File: config.mk
export PLATFORM = sky130hd
export DESIGN_NAME = blocpu_program_loader
export DESIGN_NICKNAME = d
export VERILOG_FILES = /design/src/rtl/blocpu_program_loader.sv
export SDC_FILE = /design/constraint.sdc
export NUM_CORES = 1
export LEC_CHECK = 0
export ABC_AREA = 1
export CAP_MARGIN = 40
export CELL_PAD_IN_SITES_DETAIL_PLACEMENT = 1
export CELL_PAD_IN_SITES_GLOBAL_PLACEMENT = 1
export CORE_MARGIN = 5
export CORE_UTILIZATION = 40
export DETAILED_ROUTE_END_ITERATION = 10
export PLACE_DENSITY_LB_ADDON = 0.1
export SLEW_MARGIN = 20
export SYNTH_ARGS = -nofsm -noshare
export SYNTH_HDL_FRONTEND = slang
export SYNTH_SLANG_ARGS = --single-unit
File: constraint.sdc
create_clock -name clock -period 3.7 [get_ports clock]
set_input_delay 0.555 -clock clock [delete_from_list [all_inputs] [get_ports clock]]
set_output_delay 0.555 -clock clock [all_outputs]
set_load 0.05 [all_outputs]
File: src/rtl/blocpu_program_loader.sv
// ---------------------------------------------------------------------------
// blocpu_program_loader
//   Byte-stream program loader for the blocpu core. Parses a framed byte
//   stream (magic 0xB1, base address, 16-bit count, count instruction pairs,
//   optional checksum). Each 12-bit instruction is written to instruction
//   memory at consecutive addresses. A successful frame ends with a one-cycle
//   start pulse that carries the base address.
//
//   Optional feature macro: LOADER_CHECKSUM_EN
//     defined   -> a checksum byte closes every frame. The 8-bit sum of
//                  addr_hi..checksum must be 0x00.
//     undefined -> there is no checksum byte and no CHECK state.
//
// Ports
//   clock, reset   rising-edge clock, async active-high reset
//   in_data/in_valid/in_ready   byte stream handshake
//   imem_write/imem_address/imem_data   registered memory write port
//   core_start/start_address   start request; the address is held after the pulse
//   busy    high whenever the FSM is not in IDLE
//   error   sticky frame error; cleared by reset or by an accepted magic byte
// ---------------------------------------------------------------------------
module blocpu_program_loader #(
    parameter int CPU_WIDTH         = 8,
    parameter int INSTRUCTION_WIDTH = 12,
    parameter int ADDRESS_WIDTH     = 16
) (
    input  logic                         clock,
    input  logic                         reset,
    input  logic [CPU_WIDTH-1:0]         in_data,
    input  logic                         in_valid,
    output logic                         in_ready,
    output logic                         imem_write,
    output logic [ADDRESS_WIDTH-1:0]     imem_address,
    output logic [INSTRUCTION_WIDTH-1:0] imem_data,
    output logic                         core_start,
    output logic [ADDRESS_WIDTH-1:0]     start_address,
    output logic                         busy,
    output logic                         error
);

    localparam logic [7:0] MAGIC = 8'hB1;

    typedef enum logic [3:0] {
        IDLE,
        ADDR_HI,
        ADDR_LO,
        CNT_HI,
        CNT_LO,
        INST_HI,
        INST_LO,
`ifdef LOADER_CHECKSUM_EN
        CHECK,
`endif
        START
    } state_t;

    state_t                         state_q;
    logic [ADDRESS_WIDTH-1:0]       base_q;
    logic [ADDRESS_WIDTH-1:0]       addr_q;
    logic [15:0]                    cnt_q;
    logic [3:0]                     hi_q;
    logic [7:0]                     sum_q;
    logic                           imem_write_q;
    logic [ADDRESS_WIDTH-1:0]       imem_address_q;
    logic [INSTRUCTION_WIDTH-1:0]   imem_data_q;
    logic                           core_start_q;
    logic [ADDRESS_WIDTH-1:0]       start_address_q;
    logic                           error_q;

    // Ready drops combinationally with reset so that no byte is taken while
    // the loader is held in reset.
    assign in_ready      = !reset && (state_q != START);
    assign busy          = (state_q != IDLE);
    assign imem_write    = imem_write_q;
    assign imem_address  = imem_address_q;
    assign imem_data     = imem_data_q;
    assign core_start    = core_start_q;
    assign start_address = start_address_q;
    assign error         = error_q;

    always_ff @(posedge clock or posedge reset) begin
        if (reset) begin
            state_q         <= IDLE;
            base_q          <= '0;
            addr_q          <= '0;
            cnt_q           <= '0;
            hi_q            <= '0;
            sum_q           <= '0;
            imem_write_q    <= 1'b0;
            imem_address_q  <= '0;
            imem_data_q     <= '0;
            core_start_q    <= 1'b0;
            start_address_q <= '0;
            error_q         <= 1'b0;
        end else begin
            imem_write_q <= 1'b0;
            core_start_q <= 1'b0;
            if (state_q == START) begin
                // The pulse was raised on the edge that entered START, so it
                // lasts exactly the one cycle spent here.
                state_q <= IDLE;
            end else if (in_valid) begin
                // Running checksum. It is restarted on the magic byte, so it
                // covers addr_hi onward.
                sum_q <= sum_q + in_data;
                case (state_q)
                    IDLE: begin
                        if (in_data == MAGIC) begin
                            error_q <= 1'b0;
                            sum_q   <= '0;
                            state_q <= ADDR_HI;
                        end
                    end
                    ADDR_HI: begin
                        base_q[15:8] <= in_data;
                        state_q      <= ADDR_LO;
                    end
                    ADDR_LO: begin
                        base_q[7:0] <= in_data;
                        addr_q      <= {base_q[15:8], in_data};
                        state_q     <= CNT_HI;
                    end
                    CNT_HI: begin
                        cnt_q[15:8] <= in_data;
                        state_q     <= CNT_LO;
                    end
                    CNT_LO: begin
                        cnt_q[7:0] <= in_data;
                        if ({cnt_q[15:8], in_data} == 16'd0) begin
`ifdef LOADER_CHECKSUM_EN
                            state_q <= CHECK;
`else
                            core_start_q    <= 1'b1;
                            start_address_q <= base_q;
                            state_q         <= START;
`endif
                        end else begin
                            state_q <= INST_HI;
                        end
                    end
                    INST_HI: begin
                        if (in_data[7:4] != 4'd0) begin
                            error_q <= 1'b1;
                            state_q <= IDLE;
                        end else begin
                            hi_q    <= in_data[3:0];
                            state_q <= INST_LO;
                        end
                    end
                    INST_LO: begin
                        imem_write_q   <= 1'b1;
                        imem_address_q <= addr_q;
                        imem_data_q    <= {hi_q, in_data};
                        addr_q         <= addr_q + 16'd1;  // wraps 0xFFFF -> 0x0000
                        cnt_q          <= cnt_q - 16'd1;
                        if (cnt_q == 16'd1) begin
`ifdef LOADER_CHECKSUM_EN
                            state_q <= CHECK;
`else
                            core_start_q    <= 1'b1;
                            start_address_q <= base_q;
                            state_q         <= START;
`endif
                        end else begin
                            state_q <= INST_HI;
                        end
                    end
`ifdef LOADER_CHECKSUM_EN
                    CHECK: begin
                        if (8'(sum_q + in_data) == 8'h00) begin
                            core_start_q    <= 1'b1;
                            start_address_q <= base_q;
                            state_q         <= START;
                        end else begin
                            error_q <= 1'b1;
                            state_q <= IDLE;
                        end
                    end
`endif
                    default: state_q <= IDLE;
                endcase
            end
        end
    end

endmodule

* Word level (Yosys, flattened, before mapping)
Index checks and enable logic that the tools add are counted.
** Storage, ports and cells
- Bits in latches :: 0
- Bits in read-only memories :: 0
- Bits in writable memories :: 0
- Memories :: 0
- Output and inout bits :: 49
- Register bits after elaboration :: 103
- Input port bits :: 11
** Operators by class
- Reductions and logical operators :: 21
- Magnitude comparators :: 0
- Shifts and indexed selects :: 0
- Divide/modulo/power cells :: 0
- $mul :: 0
- Add/sub/neg operators :: 2
- Equal/unequal tests :: 15
- Bitwise operators :: 2
- Multiplexer cells :: 24
** Operators with widths (count)
- case mux 16 bit (2 select lines) :: 2
- two-way mux 16 bit :: 2
- case mux 8 bit (2 select lines) :: 2
- case mux 4 bit (7 select lines) :: 1
- AND reduction 3 bit :: 6
- adder 16 x 1 -> 16 bit, second input constant :: 1
- == test 16 x 1 -> 1 bit, second input constant :: 1
- == test 4 x 3 -> 1 bit, second input constant :: 4
- logical NOT 16 bit :: 1
- subtractor 16 x 1 -> 16 bit, second input constant :: 1
- two-way mux 4 bit :: 3
- AND reduction 5 bit :: 2
- nonzero test 2 bit :: 5
- two-way mux 1 bit :: 9
- == test 4 x 2 -> 1 bit, second input constant :: 2
- == test 8 bit, second input constant :: 1
- != test 2 bit, second input constant :: 4
- nonzero test 4 bit :: 2
- == test 4 x 1 -> 1 bit, second input constant :: 1
- logical NOT 4 bit :: 1
- two-way mux 2 bit :: 2
- != test 4 x 3 -> 1 bit, second input constant :: 1
- case mux 1 bit (2 select lines) :: 2
- AND reduction 4 bit :: 1
- other kinds (6) :: 7

* Logic depth before layout (Yosys ltp)
- Word-level depth :: 5
- Mapped depth :: 10
- Gate-level depth less buffers :: 10

* Worst setup path before layout
Ideal clock, no wire load.
- Kind :: input -> output
- Start :: in reset
- End :: out in_ready
- Arrival :: 3202 ps
- Slack :: -57 ps
- Path buffers :: 0
- Cell stages on the path :: 3
- Cells stage by stage :: inv_1 nand2_1 inv_1
** On the way
- Longest elaborated chain between the ends :: 2
** Ends and longest elaborated chain
- start, declared :: RTL line 28 : input logic reset,
- logical NOT 1 bit (no line)
- logical AND 1 bit :: RTL line 72 : assign in_ready = !reset && (state_q != START);
- end, declared :: RTL line 31 : output logic in_ready,
No other way between the ends.

* Worst setup path in the final report
- Start :: reg state_q[2]
- End :: out busy
** On the way
- Longest elaborated chain between the ends :: 1
** Ends and longest elaborated chain
- start, declared :: RTL line 57 : state_t state_q;
- start signal, assigned :: RTL line 83 : state_q <= IDLE;
- start signal, assigned :: RTL line 101 : state_q <= IDLE;
- start signal, assigned :: RTL line 111 : state_q <= ADDR_HI;
- nonzero test 4 bit :: RTL line 73 : assign busy = (state_q != IDLE);
- end, declared :: RTL line 37 : output logic busy,
No other way between the ends.

==> results.json <==
{
  "place_hpwl_mm": 10.8,
  "htreeDepth": 3,
  "pre_cts_ws_ns": 1.02,
  "clock_latency_ns": 0.36,
  "finalSetupViolations": 0,
  "crit_fanout": 12,
  "timing.rr.start": "state_q[2]",
  "fin_crit_ns": 2.72,
  "synth.distinct_cells": 28,
  "syn_avg_cell_area_um2": 7.74,
  "startpoint_type": "flop",
  "crit_required_ns": 3.14,
  "fin_tns_setup_ns": 0,
  "regToRegEndpoint": "start_address[9]",
  "grt_pass1_wl_mm": 23.8,
  "antenna_found_initial": 0,
  "overflow": 0,
  "arrival_ns": 2.17,
  "post_cts_resize_count": 0,
  "powerDensity_nw_per_um2": 785,
  "layout_common_cells": "214 x nand2_1, 102 x dfrtp_1, 75 x o21ai_0",
  "gp_congestion": 0.872,
  "hp-class": "reg2reg",
  "ir_worst_vdd_mv": 0.267,
  "final_common_cell": "nand2_1",
  "final_layout_size_suffix_gt1_share_pct": 5.41,
  "layout.cells.non_filler": 871,
  "die_h_um": 122,
  "place_area_um2": 5720,
  "timing.final.ws_setup_ns": 0.978,
  "timing.final.hold_violations": 0,
  "numCtsBuffers": 9,
  "wl_per_cell_um": 16.8,
  "worst_pin_slew_ns": 0.748,
  "fin_worst_hold_slack_ns": 0.473,
  "reg2reg_depth": 7,
  "routed-via-count": 4470,
  "cts_root_buf": "clkbuf_16",
  "fill_cells": 1524,
  "skew_ns": 0.00919,
  "dieArea_um2": 14800,
  "rows": 40,
  "top_level_ports": 60,
  "hold_depth": 2,
  "insertedDiodeCount": 0,
  "synthTopCellsByArea": "dfrtp_1 51%, nand2_1 16%, o21ai_0 7.5%, nor2_1 4.8%, nand3_1 4.5%",
  "totalWireLength_mm": 14.7,
  "leakage_nw": 2.92,
  "slew_violations": 0,
  "clkTransAtPathRegs_ns": 0.07,
  "syn_inst": 645,
  "ys_seq_elements": 102,
  "die_w_um": 122,
  "timing.max_slew.rel_slack_pct": 50.0,
  "final_nets": 712,
  "rsz0062_at_grt": "no",
  "grt_pass1_vias": 4547,
  "max_freq_mhz": 367,
  "area_growth_pct": 20.7,
  "stdcell_area_um2": 6020,
  "synth_top_cell_by_area": "dfrtp_1",
  "grt_usage_pct": 20.5,
  "status": "finished clean",
  "grt_max_degree": 103,
  "drt_iter0_markers": 271,
  "clock_path_buffers": 2,
  "crit_type": "reg2out",
  "core_um2": 12100,
  "timing.final.crit_share_pct": 73.6,
  "whs_endpoint": "start_address[2]",
  "cts.sinks": 102,
  "dp.cells": 855,
  "drv_cap": 0,
  "end_kind": "output port",
  "reg2reg_slack_ns": 1.36,
  "synth.cell_area_um2": 4990,
  "post_cts_buffers": 0,
  "ys_seq_area_share_pct": 51.2,
  "start_util_pct": 41.2,
  "numPortBuffers": 59,
  "finalPower_mw": 4.73,
  "yosysWarnings": 0,
  "cts_tree": "built",
  "synth_top_area_share_pct": 51.2,
  "vias_per_cell": 5.13,
  "antenna_left": 0,
  "hp-start": "start_address[2]",
  "crit_path_start": "state_q[2]",
  "post-route-drc-count": 0,
  "syn_nets": 659,
  "postCtsHoldBufs": 0,
  "firstDrtPassIters": 5,
  "final_util_pct": 49.7
}
[state kept, by name, summed over array words and instances, names as in the netlist]
register       count
error              1
base_q            16
core_start         1
state_q            3
addr_q            16
start_address     16
cnt_q             16
imem_write         1
imem_data         12
imem_address      16
hi_q               4
[Yosys cell counts]
master,number
nand2_4,4
nand3_1,45
o21ai_0,75
or2_2,1
and2_1,1
nand2_2,2
dfrtp_1,102
o21ai_1,1
nor2_1,64
a22oi_1,3
clkbuf_1,8
nor2_4,4
o21bai_1,1
nand4_1,10
xor2_1,3
a21oi_1,21
nand3_4,1
inv_1,56
ha_1,3
nand2_1,214
buf_6,2
buf_4,2
inv_2,4
buf_2,7
o211ai_1,2
nor3_1,7
a31oi_1,1
nand3_2,1
[worst max path at each step]
| stage | end | slack, ns |
|---|---|---|
| floorplan | in_ready | 0.69 |
| global placement | imem_data[4] | 1.02 |
| detailed placement | addr_q[10] | 1.02 |
| CTS | busy | 0.97 |
| global route | busy | 0.92 |
| finish | busy | 0.98 |
[logic make-up (layout without fill, tap and decap cells)]
family,count (synthesis),in the layout,synth area share (%)
AOI/OAI and AO/OA,104,104,10.8
xor gates and xnor gates,3,3,0.527
adders and majority gates,3,3,0.752
buffers and inverters,79,137,6.57
DFF,102,102,51.2
and+or+nand+nor,354,354,30.2
[metal layers]
metal	part of all wire [%]	track usage, %	routed length, um
met1	47	27.8	6950
met2	48	34.2	7050
met3	3.0	2.37	444
met4	1.5	6.72	218
met5	0	0	0
[critical path: stages (launching register included)]
cell             delay [ns]
dfrtp_1                0.66
inv_2                  0.16
nand3_1                0.16
clkdlybuf4s50_1        0.83
[power breakdown]
| part | switching (mW) | total [mW] | internal (mW) |
|---|---|---|---|
| registers | 0.350 | 1.86 | 1.51 |
| logic | 1.29 | 1.87 | 0.580 |
| clock network | 0.453 | 1.00 | 0.547 |
[cell type report]
cell class,count,area [um^2],area share [%]
clock buffer,10,239,3.97
clock inverter,6,67.6,1.12
inverter,60,229,3.80
multi-input combinational,464,2110,35.0
sequential,102,2550,42.4
tap,168,210,3.49
timing repair buffer,61,616,10.2
(Power assumes the default switching activity.)
==> patch 1 (config.mk and constraints unchanged) <==
The 8 states of `state_t` get a one-hot encoding in 8 bits.
--- a/src/rtl/blocpu_program_loader.sv
+++ b/src/rtl/blocpu_program_loader.sv
@@ -41,16 +41,16 @@
     localparam logic [7:0] MAGIC = 8'hB1;
 
-    typedef enum logic [3:0] {
-        IDLE,
-        ADDR_HI,
-        ADDR_LO,
-        CNT_HI,
-        CNT_LO,
-        INST_HI,
-        INST_LO,
+    typedef enum logic [7:0] {
+        IDLE    = 8'b00000001,
+        ADDR_HI = 8'b00000010,
+        ADDR_LO = 8'b00000100,
+        CNT_HI  = 8'b00001000,
+        CNT_LO  = 8'b00010000,
+        INST_HI = 8'b00100000,
+        INST_LO = 8'b01000000,
 `ifdef LOADER_CHECKSUM_EN
         CHECK,
 `endif
-        START
+        START   = 8'b10000000
     } state_t;
 
Behaviour: no difference found for any inputs over 4 cycles, from zero or initial values and one cycle with reset high; so few cycles prove little.
==> patch 1 against the original RTL <==
Sequential share of layout area decreased by 0.63 points. Largest cell class unchanged. Non-clock buffer count decreased by 1. Final cell count increased by 7.3%. Sequential power decreased by 5%. Final area increased by 6.5%. First-iteration DRC count increased by 0.37%. Worst setup slack improved by 0.027 ns. Via count increased by 4.3%. Sequential cell count increased by 5. Register-to-register slack improved by 0.09 ns. Wire length increased by 0.47%. Synthesized area increased by 9.5%. Power decreased by 13%. Global-route usage decreased by 1.7 points.
==> patch 1: results (changes against the original RTL) <==
vias: 4664  # was 4470
dp_cells: 920  # was 855
use_met1_pct: 24.30  # was 27.82%
synth.distinct_cells: 34  # was 28
skew_ns: 0.005723  # was 0.009193 ns
arrival_ns: 2.14  # was 2.17 ns
crit_buf_inv: 1  # was 2
avgSynthCellArea_um2: 7.772  # was 7.736 µm²
placed_area_mm2: 0.006147  # was 0.005717 mm²
fill_cells: 1662  # was 1524
drive_gt1_share_pct: 8.696  # was 5.405%
min_from: "start_address[14]$_DFFE_PP0P_"  # was start_address[2]$_DFFE_PP0P_
cp_max_fo: 5  # was 12
post_drt_wl_per_cell_um: 15.75  # was 16.83 µm
ir_worst_vdd_uv: 207.8  # was 267.2 µV
cp-startpoint: "state_q[0]$_DFFE_PP1P_"  # was state_q[2]$_DFFE_PP0P_
r2r-end: "addr_q[2]$_DFFE_PP0P_"  # was start_address[9]$_DFFE_PP0P_
synth_commonest_cells: "254 x nand2_1, 106 x dfrtp_1, 76 x nor2_1, 69 x o21ai_0, 54 x inv_1"  # was 214 x nand2_1, 102 x dfrtp_1, 75 x o21ai_0, 64 x nor2_1, 56 x inv_1
status: "finished clean"  # unchanged
ys_async_sr_fraction_pct: 100.0  # unchanged
die_area_mm2: 0.01610  # was 0.01481 mm²
rr_startpoint: "state_q[3]$_DFFE_PP0P_"  # was state_q[2]$_DFFE_PP0P_
use_met2_pct: 33.13  # was 34.23%
rrSetupSlack_ns: 1.45  # was 1.36 ns
nets: 769  # was 712
synth.yosys.seq_area_share_pct: 49.03  # was 51.15%
hold_end: "start_address[14]$_DFFE_PP0P_"  # was start_address[2]$_DFFE_PP0P_
dp_hpwl_um: 10650  # was 10760 µm
syn-num-nets: 717  # was 659
grt_use_met3_pct: 2.354  # was 2.368%
grt_pass1_wl_um: 24480  # was 23830 µm
grt_start_max_net_pins: 108  # was 103
grt_pass1_vias: 4867  # was 4547
place_congestion: 0.8272  # was 0.8720
dr.pass1.iters: 4  # was 5
tightest_slew_ns: 0.7328  # was 0.7476 ns
-- patch 1: worst max-delay path by stage --
stage                                        to  slack, ns  depth (start not counted)
after floorplan           addr_q[0]$_DFFE_PP0P_       0.33                          1
after global placement                 in_ready       1.20                          3
after detailed placement               in_ready       1.18                          3
after CTS                              in_ready       0.96                          5
after global routing                   in_ready       0.90                          5
final                                  in_ready       1.00                          5
-- patch 1: routing by layer --
layer  part of all wire (%)  vias up
met2                     49       61
met4                    1.5        0
met5                      0        -
li1                       -     2318
met3                    2.6       16
met1                     47     2269
-- patch 1: cells by family after synthesis --
logic type / Yosys count / share of synthesized area (%)
AO/OA/AOI/OAI: 103 / 10.44
buffers and inverters: 82 / 7.167
flip-flops: 107 / 49.03
AND/OR/NAND/NOR: 404 / 32.04
adder cells (fa/ha/maj): 3 / 0.6870
XOR/XNOR: 4 / 0.6413
-- patch 1: cell type report --
cell class                 count  area [µm²]  share of cell area [%]
clock inverter                 3       23.77                  0.3704
inverter                      63       244.0                   3.802
multi-input combinational    514        2394                   37.30
clock buffer                  12       246.5                   3.841
tap                          176       220.2                   3.431
timing repair buffer          60       610.6                   9.515
sequential                   107        2679                   41.74
-- patch 1: power by group --
part	internal [mW]	total (mW)	switching (mW)
Combinational	0.477	1.46	0.979
Sequential	1.48	1.76	0.279
Clock	0.475	0.904	0.430
-- patch 1: stage by stage --
stage / power [mW] / worst slack [ns] / hold WS [ns]
after global routing: 4.419 / 0.8961 / 0.5033
after floorplan: 2.808 / 0.3294 / 0.4492
final: 4.120 / 1.005 / 0.4703
after CTS: 4.165 / 0.9574 / 0.4764
after global placement: 3.185 / 1.198 / 0.4528
after detailed placement: 3.249 / 1.178 / 0.4590
==> patch 2 (same settings) <==
Without the edit above. The option `LOADER_CHECKSUM_EN` is turned on by a define.
--- a/src/rtl/blocpu_program_loader.sv
+++ b/src/rtl/blocpu_program_loader.sv
@@ -20,4 +20,6 @@
 //   error   sticky frame error; cleared by reset or by an accepted magic byte
 // ---------------------------------------------------------------------------
+`define LOADER_CHECKSUM_EN
+
 module blocpu_program_loader #(
     parameter int CPU_WIDTH         = 8,
Function: changed (Yosys sat finds a counterexample within 10 cycles, from zero or initial values and one cycle with reset high).
==> patch 2 against the original RTL <==
Worst hold slack got worse by 0.00096 ns. Combinational power rose by 27%. Clock power rose by 8%. Power rose by 16%. Critical path depth rose by 8. Worst setup slack improved by 0.0031 ns. Wire length rose by 9.9%. Synthesized area rose by 13%. Final area rose by 12%. Sequential cell count rose by 9. Critical path type is now in2reg. Critical endpoint is now start_address[1]$_DFFE_PP0P_.
==> patch 2: results (changes against the original RTL) <==
syn-num-nets: 733  # was 659
synth.distinct_cells: 41  # was 28
dp_hpwl_um: 11820  # was 10760 µm
synth.yosys.seq_area_share_pct: 49.06  # was 51.15%
synth_xor_area_share_pct: 0.9282  # was 0.5266%
rr_startpoint: "sum_q[0]$_DFFE_PP0P_"  # was state_q[2]$_DFFE_PP0P_
ir_worst_vdd_uv: 316.0  # was 267.2 µV
grt_pass1_vias: 5122  # was 4547
skew_ns: 0.01041  # was 0.009193 ns
synth_top_cells_by_area: "dfrtp_1 49%, nand2_1 13%, o21ai_0 7.8%"  # was dfrtp_1 51%, nand2_1 16%, o21ai_0 7.5%
drive_gt1_share_pct: 5.462  # was 5.405%
slowest_delay_ns: 0.45  # was 0.83 ns
status: "finished clean"  # unchanged
nets: 786  # was 712
arrival_ns: 2.96  # was 2.17 ns
grt_pass1_wl_um: 26920  # was 23830 µm
ys.flop_type: "dfrtp_1"  # unchanged
syn_inst: 711  # was 645
post-place-ws_ns: 0.6209  # was 1.025 ns
grt_util_all_layers_pct: 20.48  # was 20.49%
numCtsBuffers: 9  # unchanged
synth_commonest_cells: "201 x nand2_1, 111 x dfrtp_1, 88 x o21ai_0, 73 x inv_1, 60 x nor2_1"  # was 214 x nand2_1, 102 x dfrtp_1, 75 x o21ai_0, 64 x nor2_1, 56 x inv_1
wl_um: 16100  # was 14660 µm
cp_max_fo: 18  # was 12
dr.pass1.iters: 4  # was 5
slew_headroom_pct: 54.25  # was 50.04%
power.leakage_nw: 3.238  # was 2.915 nW
grt-ovfl-total: 0  # unchanged
place_congestion: 0.8353  # was 0.8720
synth_compound_area_share_pct: 13.33  # was 10.76%
post_drt_wl_per_cell_um: 16.97  # was 16.83 µm
dp_cells: 933  # was 855
cp-startpoint: "in_data[0]"  # was state_q[2]$_DFFE_PP0P_
grt_start_max_net_pins: 77  # was 103
min_from: "start_address[4]$_DFFE_PP0P_"  # was start_address[2]$_DFFE_PP0P_
synth-adder-area-share_pct: 2.564  # was 0.7523%
drt_iter0_markers: 300  # was 271
via_per_inst: 5.217  # was 5.132
## patch 2: changes by cell type in the layout (fill, tap and decap cells not counted), sizes merged, moves of 7 or more
cell,before,now
inv,61,81
ha,3,10
dfrtp,102,111
nand2,220,202
nand4,10,29
nand3,47,27
o21ai,76,91
## patch 2: cells by family (layout without fill, tap and decap cells)
logic type	Yosys count	in the layout
buffers and inverters	101	159
adder cells (fa/ha/maj)	11	11
XOR/XNOR	6	6
flip-flops	111	111
AO/OA/AOI/OAI	139	139
AND/OR/NAND/NOR	343	343
## patch 2: path summary, 6_finish.rpt
check | cells after the start | slack, ns | endpoint
setup / recovery | 11 | 0.98 | start_address[1]$_DFFE_PP0P_
max in group asynchronous | 3 | 2.32 | hi_q[3]$_DFFE_PP0P_
min in group asynchronous | 2 | 0.60 | start_address[4]$_DFFE_PP0P_
hold / removal | 2 | 0.47 | start_address[4]$_DFFE_PP0P_
setup reg to reg | 10 | 1.28 | start_address[1]$_DFFE_PP0P_
hold reg to reg | 2 | 0.47 | start_address[4]$_DFFE_PP0P_
## patch 2: area by class of cell
cell class	count	area, µm²
clock buffers	10	229.0
well taps	180	225.2
multi-input cells	499	2482
clock inverters	6	92.59
inverters	80	302.8
fillers	1697	7138
repair buffers	63	633.1
flip-flops and latches	111	2778
## patch 2: per-layer routing
layer | GRT usage, % | routed length, µm | up-vias
met5 | 0 | 0 | -
met4 | 7.041 | 271 | 0
met3 | 2.283 | 470 | 18
met2 | 33.60 | 7709 | 75
met1 | 28.27 | 7649 | 2408
li1 | - | - | 2450
## patch 2: critical path: cells and delay by family
| kind | cells | cell delay (ns) |
|---|---|---|
| adders and majority gates | 2 | 0.72 |
| buffers and inverters | 1 | 0.45 |
| and+or+nand+nor | 8 | 1.23 |
## patch 2: per-stage QoR
stage,cell area [µm²],hold WS (ns)
floorplan,5662,0.4493
global placement,6421,0.4565
detailed placement,6421,0.4605
CTS,6743,0.4787
global route,6743,0.4972
finish,6743,0.4719
## patch 2: power groups by stage
stage	registers, mW	logic [mW]	clock network [mW]
after floorplan	2.42	1.25	0
final	2.02	2.38	1.08
after detailed placement	2.04	2.39	0
after CTS	2.02	2.40	1.10
after global placement	2.02	2.32	0
after global routing	2.08	2.63	1.14
